<file path="config.mk">
export PLATFORM = sky130hd
export DESIGN_NAME = time_entry_flat
export DESIGN_NICKNAME = d
export VERILOG_FILES = /design/src/rtl/microwave_pkg.sv /design/src/rtl/time_entry_if.sv /design/src/rtl/key_edge.sv /design/src/rtl/time_entry.sv /design/src/flat_wrapper.sv
export SDC_FILE = /design/constraint.sdc
export NUM_CORES = 1
export LEC_CHECK = 0
export BUFFER_PORTS_ARGS = -buffer_cell sky130_fd_sc_hd__buf_2
export CAP_MARGIN = 20
export CELL_PAD_IN_SITES_DETAIL_PLACEMENT = 0
export CELL_PAD_IN_SITES_GLOBAL_PLACEMENT = 1
export CORE_MARGIN = 4
export CORE_UTILIZATION = 40
export CTS_BUF_LIST = sky130_fd_sc_hd__clkbuf_4 sky130_fd_sc_hd__clkbuf_8 sky130_fd_sc_hd__clkbuf_16
export CTS_CLUSTER_DIAMETER = 60
export DETAILED_ROUTE_END_ITERATION = 8
export GPL_ROUTABILITY_DRIVEN = 0
export GPL_TIMING_DRIVEN = 0
export PLACE_DENSITY_LB_ADDON = 0.1
export SLEW_MARGIN = 20
export SYNTH_ARGS = -nofsm -noshare
export SYNTH_HDL_FRONTEND = slang
export SYNTH_SLANG_ARGS = --single-unit
</file>
<file path="constraint.sdc">
create_clock -name clock -period 4.5 [get_ports clock]
set_input_delay 0.675 -clock clock [delete_from_list [all_inputs] [get_ports clock]]
set_output_delay 0.675 -clock clock [all_outputs]
set_load 0.005 [all_outputs]
</file>
<file path="src/rtl/microwave_pkg.sv">
// Shared constants and state encoding for the microwave keypad entry stage.
package microwave_pkg;

  typedef enum logic [1:0] {
    ST_IDLE   = 2'd0,
    ST_ENTRY  = 2'd1,
    ST_COMMIT = 2'd2,
    ST_HOLD   = 2'd3
  } state_t;

  localparam int unsigned MAX_DIGITS       = 4;
  localparam int unsigned BCD_W            = 4;
  localparam int unsigned SECONDS_PER_MIN  = 60;
  localparam int unsigned MAX_COOK_SECONDS = 6039;
  localparam int unsigned DISP_W           = MAX_DIGITS * BCD_W;
  localparam int unsigned DUR_W            = 16;
  localparam int unsigned CNT_W            = 3;
  localparam int unsigned HEAT_W           = 2;

endpackage

</file>
<file path="src/rtl/time_entry_if.sv">
// Key inputs and committed-value outputs between the board top and time_entry.
interface time_entry_if;
  import microwave_pkg::*;

  logic [BCD_W-1:0]  iDigit;
  logic              iDigitKey;
  logic              iEnterKey;
  logic              iClearKey;
  logic [HEAT_W-1:0] iHeatSel;
  logic              iBusy;
  logic [DUR_W-1:0]  oDuration;
  logic [HEAT_W-1:0] oHeatingLevel;
  logic              oLoadDuration;
  logic              oLoadHeat;
  logic [DISP_W-1:0] oDisplayBCD;
  logic [CNT_W-1:0]  oDigitCount;
  logic              oError;

  modport slave (
    input  iDigit, iDigitKey, iEnterKey, iClearKey, iHeatSel, iBusy,
    output oDuration, oHeatingLevel, oLoadDuration, oLoadHeat,
           oDisplayBCD, oDigitCount, oError
  );

  modport master (
    output iDigit, iDigitKey, iEnterKey, iClearKey, iHeatSel, iBusy,
    input  oDuration, oHeatingLevel, oLoadDuration, oLoadHeat,
           oDisplayBCD, oDigitCount, oError
  );

endinterface

</file>
<file path="src/rtl/key_edge.sv">
// Rising-edge detector for a debounced key level; history tracks the level during
// reset so a key held through reset never produces an edge.
module key_edge (
  input  logic clock,
  input  logic reset,
  input  logic level,
  output logic rise_c
);

  logic level_q;

  always_ff @(posedge clock) begin
    if (reset) level_q <= level;
    else       level_q <= level;
  end

  assign rise_c = level & ~level_q & ~reset;

endmodule

</file>
<file path="src/rtl/time_entry.sv">
// Keypad MM:SS entry buffer with commit to binary seconds and one-cycle load strobes.
module time_entry #(
  parameter int unsigned MAX_DIGITS = 4
) (
  input logic         clock,
  input logic         reset,
  time_entry_if.slave bus
);
  import microwave_pkg::*;

  localparam logic [BCD_W-1:0] DIGIT_MAX = BCD_W'(9);
  localparam logic [CNT_W-1:0] COUNT_MAX = CNT_W'(MAX_DIGITS);
  localparam logic [DUR_W-1:0] SEC_M1    = DUR_W'(SECONDS_PER_MIN * 10);
  localparam logic [DUR_W-1:0] SEC_M0    = DUR_W'(SECONDS_PER_MIN);
  localparam logic [DUR_W-1:0] SEC_S1    = DUR_W'(10);

  logic              digit_rise_c;
  logic              enter_rise_c;
  logic              clear_rise_c;
  state_t            state;
  logic [DISP_W-1:0] buffer;
  logic [CNT_W-1:0]  count;
  logic [DUR_W-1:0]  seconds_c;

  key_edge u_digit_edge (.clock(clock), .reset(reset), .level(bus.iDigitKey), .rise_c(digit_rise_c));
  key_edge u_enter_edge (.clock(clock), .reset(reset), .level(bus.iEnterKey), .rise_c(enter_rise_c));
  key_edge u_clear_edge (.clock(clock), .reset(reset), .level(bus.iClearKey), .rise_c(clear_rise_c));

  // Seconds digits above 5 are legal, so this is a plain weighted sum.
  assign seconds_c = DUR_W'(buffer[15:12]) * SEC_M1
                   + DUR_W'(buffer[11:8])  * SEC_M0
                   + DUR_W'(buffer[7:4])   * SEC_S1
                   + DUR_W'(buffer[3:0]);

  assign bus.oDisplayBCD = buffer;
  assign bus.oDigitCount = count;

  always_ff @(posedge clock) begin
    if (reset) begin
      state             <= ST_IDLE;
      buffer            <= '0;
      count             <= '0;
      bus.oDuration     <= '0;
      bus.oHeatingLevel <= '0;
      bus.oLoadDuration <= 1'b0;
      bus.oLoadHeat     <= 1'b0;
      bus.oError        <= 1'b0;
    end else begin
      bus.oLoadDuration <= 1'b0;
      bus.oLoadHeat     <= 1'b0;
      bus.oError        <= 1'b0;
      if (state == ST_COMMIT) begin
        state <= ST_HOLD;
      end else if (!bus.iBusy) begin
        // Priority: clear > enter > digit; losers are silently dropped.
        if (clear_rise_c) begin
          buffer <= '0;
          count  <= '0;
          state  <= ST_IDLE;
        end else if (enter_rise_c) begin
          if (state == ST_HOLD || (state == ST_ENTRY && buffer != '0)) begin
            bus.oDuration     <= seconds_c;
            bus.oHeatingLevel <= bus.iHeatSel;
            bus.oLoadDuration <= 1'b1;
            bus.oLoadHeat     <= 1'b1;
            state             <= ST_COMMIT;
          end else begin
            bus.oError <= 1'b1;
          end
        end else if (digit_rise_c) begin
          if (bus.iDigit > DIGIT_MAX) begin
            bus.oError <= 1'b1;
          end else if (state == ST_HOLD) begin
            buffer <= {{(DISP_W-BCD_W){1'b0}}, bus.iDigit};
            count  <= CNT_W'(1);
            state  <= ST_ENTRY;
          end else if (count < COUNT_MAX) begin
            buffer <= {buffer[DISP_W-BCD_W-1:0], bus.iDigit};
            count  <= count + CNT_W'(1);
            state  <= ST_ENTRY;
          end else begin
            bus.oError <= 1'b1;
          end
        end
      end
    end
  end

endmodule

</file>
<file path="src/flat_wrapper.sv">
// flat-port wrapper written by rule: the top's interface ports become plain ports
module time_entry_flat import microwave_pkg::*;
#(
  parameter int unsigned MAX_DIGITS = 4
)
  (clock, reset, bus_iDigit, bus_iDigitKey, bus_iEnterKey, bus_iClearKey, bus_iHeatSel, bus_iBusy, bus_oDuration, bus_oHeatingLevel, bus_oLoadDuration, bus_oLoadHeat, bus_oDisplayBCD, bus_oDigitCount, bus_oError);
  time_entry_if bus_i ();
  input logic clock;
  input logic reset;
  input wire logic [$bits(bus_i.iDigit)-1:0] bus_iDigit;
  input wire logic [$bits(bus_i.iDigitKey)-1:0] bus_iDigitKey;
  input wire logic [$bits(bus_i.iEnterKey)-1:0] bus_iEnterKey;
  input wire logic [$bits(bus_i.iClearKey)-1:0] bus_iClearKey;
  input wire logic [$bits(bus_i.iHeatSel)-1:0] bus_iHeatSel;
  input wire logic [$bits(bus_i.iBusy)-1:0] bus_iBusy;
  output wire logic [$bits(bus_i.oDuration)-1:0] bus_oDuration;
  output wire logic [$bits(bus_i.oHeatingLevel)-1:0] bus_oHeatingLevel;
  output wire logic [$bits(bus_i.oLoadDuration)-1:0] bus_oLoadDuration;
  output wire logic [$bits(bus_i.oLoadHeat)-1:0] bus_oLoadHeat;
  output wire logic [$bits(bus_i.oDisplayBCD)-1:0] bus_oDisplayBCD;
  output wire logic [$bits(bus_i.oDigitCount)-1:0] bus_oDigitCount;
  output wire logic [$bits(bus_i.oError)-1:0] bus_oError;
  assign bus_i.iDigit = bus_iDigit;
  assign bus_i.iDigitKey = bus_iDigitKey;
  assign bus_i.iEnterKey = bus_iEnterKey;
  assign bus_i.iClearKey = bus_iClearKey;
  assign bus_i.iHeatSel = bus_iHeatSel;
  assign bus_i.iBusy = bus_iBusy;
  assign bus_oDuration = bus_i.oDuration;
  assign bus_oHeatingLevel = bus_i.oHeatingLevel;
  assign bus_oLoadDuration = bus_i.oLoadDuration;
  assign bus_oLoadHeat = bus_i.oLoadHeat;
  assign bus_oDisplayBCD = bus_i.oDisplayBCD;
  assign bus_oDigitCount = bus_i.oDigitCount;
  assign bus_oError = bus_i.oError;
  time_entry #(.MAX_DIGITS(MAX_DIGITS)) u_core (.clock(clock), .reset(reset), .bus(bus_i));
endmodule
</file>
==> results_tabular.tex <==
\begin{tabular}{lr}
\hline
Metric & Value \\
\hline
\multicolumn{2}{l}{\textbf{Min path}} \\
\quad End of the worst hold path & u\_core.bus.oDuration[10] \\
\quad Source of the worst hold timing path & u\_core.bus.oDuration[10] \\
\quad Worst hold stages & 2 \\
\quad Worst min path class & flop to flop \\
\multicolumn{2}{l}{\textbf{Power and ir drop}} \\
\quad Worst VDD drop & roughly 0.17 mV \\
\quad Power density over the cells & about 160 mW/mm\^{}2 \\
\quad Leakage component of the power & 0.00206 uW \\
\multicolumn{2}{l}{\textbf{Timing}} \\
\quad Hold Vio Cnt, Final & 0 \\
\quad Achievable frequency & $\sim$0.22 GHz \\
\quad Final setup margin & 0.0336 ns \\
\quad Final Cycle Share & between 90 and 100\% \\
\quad Min Tclk post-route & between 4 and 5 ns \\
\quad Pins Over Slew Limit & 0 \\
\quad Final setup violation count & 0 \\
\quad Max transition margin & between 60 and 70\% \\
\quad Unrepaired setup endpoints after global routing & yes \\
\quad Skew final & 0.00990 ns \\
\quad Least-Margin Pin Slew & 0.586 ns \\
\multicolumn{2}{l}{\textbf{Floorplanning}} \\
\quad Effective utilization at floorplan & 40.8\% \\
\quad X dimension of the die & 102 um \\
\quad Row count & 34 \\
\quad Num ports & 52 \\
\quad Vert. Die Dim & slightly above 100 um \\
\quad Core area & 0.00868 sq mm \\
\quad Die area & about 0.010 sq mm \\
\multicolumn{2}{l}{\textbf{GRT}} \\
\quad Via count of the first global-routing pass & around 3000 \\
\quad Total Routing Usage GR & $\sim$17\% \\
\quad GRT overflow & 0 \\
\quad Antenna violations before repair & 0 \\
\quad Global-route wire length before repair & around 14000 um \\
\quad Maximum number of pins on one net before global-route repair & 14 \\
\multicolumn{2}{l}{\textbf{Worst setup path}} \\
\quad Data required time at the worst endpoint & 4.68 ns \\
\quad Endpoint kind of the worst setup timing path & flop \\
\quad Number of cells on the worst reg-to-reg path & 19 \\
\quad Type of the setup path with the least slack & flop to flop \\
\quad Cell repeated most along the worst path & fa\_1 \\
\quad Flop-to-flop setup slack & $\sim$0.034 ns \\
\quad Worst setup path startpoint & u\_core.bus.oDisplayBCD[8] \\
\quad Setup crit start kind & flop \\
\quad Max stage delay cell, worst path & fa\_1 \\
\quad Endpoint arrival time on the critical path & between 4 and 5 ns \\
\quad Maximum fanout count along the critical path & 5 \\
\quad End of the worst register-to-register path & u\_core.bus.oDuration[13] \\
\quad Crit-path cells & fa\_1 -> fa\_1 -> inv\_1 -> fa\_1 -> inv\_2 -> ha\_4 -> nor2b\_4 -> nor2\_2 -> xnor2\_1 -> ha\_1 -> ha\_4 -> nand3\_2 -> o211ai\_1 -> buf\_4 -> o41ai\_4 -> a211oi\_2 -> o211ai\_1 -> xnor2\_1 -> o21a\_1 \\
\quad Startpoint of the worst register-to-register path & u\_core.bus.oDisplayBCD[8] \\
\quad Worst path max stage delay & 0.53 ns \\
\multicolumn{2}{l}{\textbf{Placed design}} \\
\quad Worst-case setup slack after placement & -0.430 ns \\
\quad Port bufs & a little over 50 \\
\quad DP Area & 0.00393 sq mm \\
\quad Half-perimeter wire length after detailed placement & between 6000 and 7000 um \\
\quad Number of placed cells counting well taps & 559 \\
\multicolumn{2}{l}{\textbf{Synth}} \\
\quad Gate Count Post-Synth & 400 \\
\quad Flip-flop cell with the highest count after synthesis & dfxtp\_1 \\
\quad Warning count from the yosys run & 0 \\
\quad Nets in the synthesized netlist & about 480 \\
\quad Total standard cell area after synthesis & roughly 0.0035 sq mm \\
\quad Proportion of synthesized chip area in sequential cells & about a quarter \\
\quad Area share of the largest cell type after synthesis & between 20\% and 30\% \\
\quad Asr flop ratio synth & 0\% \\
\quad Post-synthesis cell type count & between 50 and 60 \\
\quad Most frequently used cell type in the post-synthesis netlist & ha\_1 \\
\quad Syn avg cell area & 8.85 sq um \\
\quad FF+latch count, synth & between 40 and 50 \\
\quad Most numerous cell types in the synthesized netlist & ha\_1 (52), dfxtp\_1 (44), nor2\_1 (41), a21oi\_1 (40), inv\_1 (30) \\
\quad Leading cell types by total area after synthesis & dfxtp\_1 (25\%), ha\_1 (18\%), fa\_1 (6.2\%) \\
\quad Cell accounting for the most synthesized area & dfxtp\_1 \\
\quad Count of flip-flops with a built-in enable after synthesis & 0 \\
\multicolumn{2}{l}{\textbf{Cells and area}} \\
\quad Layout Nets & $\sim$540 \\
\quad Area taken by multi-input logic gates & around 0.0027 sq mm \\
\quad Register area & 895 sq um \\
\quad Ant. Diodes & 0 \\
\quad Proportion of layout cells with a drive suffix above 1 & between 20\% and 30\% \\
\quad Layout Utilization & approximately half \\
\quad Final Instance Count excl. Fillers & approximately 580 \\
\quad Area Overhead vs Synth & 22.8\% \\
\quad Filler Cells Inserted & slightly below 900 \\
\quad Post-layout instance area & roughly 0.0043 sq mm \\
\multicolumn{2}{l}{\textbf{CTS}} \\
\quad Cell at the root of the clock tree & clkbuf\_8 \\
\quad Clk slew on worst S/H paths & about 0.08 ns \\
\quad CTS max path bufs & 2 \\
\quad Insertion delay of the later-clocked pin in the worst-skew pair & between 0.2 and 0.3 ns \\
\quad H-tree levels & 2 \\
\quad TritonCTS clock tree & done \\
\quad Post-cts hold buffer count & 0 \\
\quad Clock Sink Count & 44 \\
\quad Number of clock buffers inserted by TritonCTS & 5 \\
\multicolumn{2}{l}{\textbf{Route}} \\
\quad Mean routed wirelength per cell & 14.4 um \\
\quad Sum of routed wire length over all layers & between 8000 and 9000 um \\
\quad Via count of the routed design & around 3000 \\
\quad Number of detailed-route iterations in the first pass & 4 \\
\quad Initial DRC Count & a little under 60 \\
\quad Antenna Nets Post-Route & 0 \\
\quad Via density per instance & slightly above 5 \\
\quad Number of remaining DRC errors & 0 \\
\multicolumn{2}{l}{\textbf{Flow run}} \\
\quad \# Max-Cap Violations & 0 \\
\multicolumn{2}{l}{\textbf{Outcome}} \\
\quad Result of the run & completed \\
\hline
\end{tabular}
-- how the worst max path moves through the flow --
stage                               end  cells after the start
4_1_cts        u_core.bus.oDuration[13]                     18
3_5_place_dp   u_core.bus.oDuration[12]                     17
2_1_floorplan  u_core.bus.oDuration[11]                     18
3_3_place_gp   u_core.bus.oDuration[12]                     17
6_report       u_core.bus.oDuration[13]                     19
5_1_grt        u_core.bus.oDuration[12]                     18
-- where the power goes --
part | internal [uW] | leakage, uW | switching [uW]
clock network | 131 | 0.0000479 | 130
logic | 15.1 | 0.00165 | 21.5
registers | 391 | 0.000359 | 2.86
total | 537 | 0.00206 | 155
-- per-layer routing --
metal / part of all wire [%] / global-route usage, % / up-vias
met5: 0 / 0 / -
met4: 0.98 / 2.93 / 0
met3: 3.2 / 2.80 / 8
met2: 47 / 28.9 / 43
met1: 49 / 22.6 / 1395
li1: - / - / 1544
-- state kept, by name, indices dropped and copies added, names as in the netlist --
signal and count:
u_core.bus.oDisplayBCD 16, u_core.bus.oDuration 16, u_core.bus.oDigitCount 3, u_core.bus.oHeatingLevel 2
u_core.state 2, u_core.bus.oError 1, u_core.bus.oLoadDuration 1, u_core.u_clear_edge.level_q 1
u_core.u_digit_edge.level_q 1, u_core.u_enter_edge.level_q 1
-- cells by family after synthesis --
group / synth area share (%)
AO/OA/AOI/OAI: 17.6
XOR/XNOR: 5.73
adder cells (fa/ha/maj): 24.6
flip-flops: 24.9
multiplexers: 4.24
buffers and inverters: 5.30
AND/OR/NAND/NOR: 17.6
-- cell type report --
class,count,area share (%)
flip-flops and latches,44,20.6
clock buffers,7,2.07
clock inverters,1,0.173
plain buffers,13,1.70
inverters,31,2.68
multi-input cells,312,61.7
repair buffers,62,7.95
well taps,108,3.11
-- stage by stage --
stage | TNS (ns) | hold WS (ns) | total power (uW)
global route | -0.600 | 0.482 | 723
finish | 0 | 0.450 | 691
detailed placement | -2.28 | 0.444 | 441
global placement | -1.93 | 0.438 | 441
floorplan | 0 | 0.448 | 426
CTS | -0.113 | 0.455 | 700
-- critical path: cells and delay by family, from the launching register on --
| kind | cells | cell delay, ns |
|---|---|---|
| DFF | 1 | 0.36 |
| adders and majority gates | 6 | 2.47 |
| and+or+nand+nor | 3 | 0.26 |
| buffers and inverters | 3 | 0.26 |
| AOI/OAI and AO/OA | 5 | 0.74 |
| xor gates and xnor gates | 2 | 0.28 |
-- layout by cell type, fill, tap and decap left out, types with 3 or more instances in the layout --
cell type and count:
buf_2 56, ha_1 44, dfxtp_1 39, nor2_1 38
a21oi_1 37, inv_1 29, nand2_1 22, mux2i_1 15
xnor2_1 12, buf_4 12, fa_1 11, a21o_1 8
nand3_1 8, nand2b_1 7, xor2_1 6, nor2b_1 6
clkbuf_8 6, or3_1 5, o21ai_0 5, o21a_1 5
o21ai_1 5, a211oi_1 4, a211oi_2 4, ha_2 4
ha_4 4, a21oi_2 3, nor2_2 3, clkbuf_1 3
and3_1 3, buf_6 3, nor3_2 3, nand3_2 3
o211ai_1 3, dfxtp_4 3
-- timing repair --
| action | in CTS | in global routing |
|---|---|---|
| hold endpoints to repair | 0 | 0 |
| buffers inserted | 5 | 6 |
| endpoints found under the setup margin | 8 | 7 |
| resized for setup | 17 | 33 |
| pin swaps | 14 | 20 |
| cloned | 0 | 0 |
(Power assumes the default switching activity.)
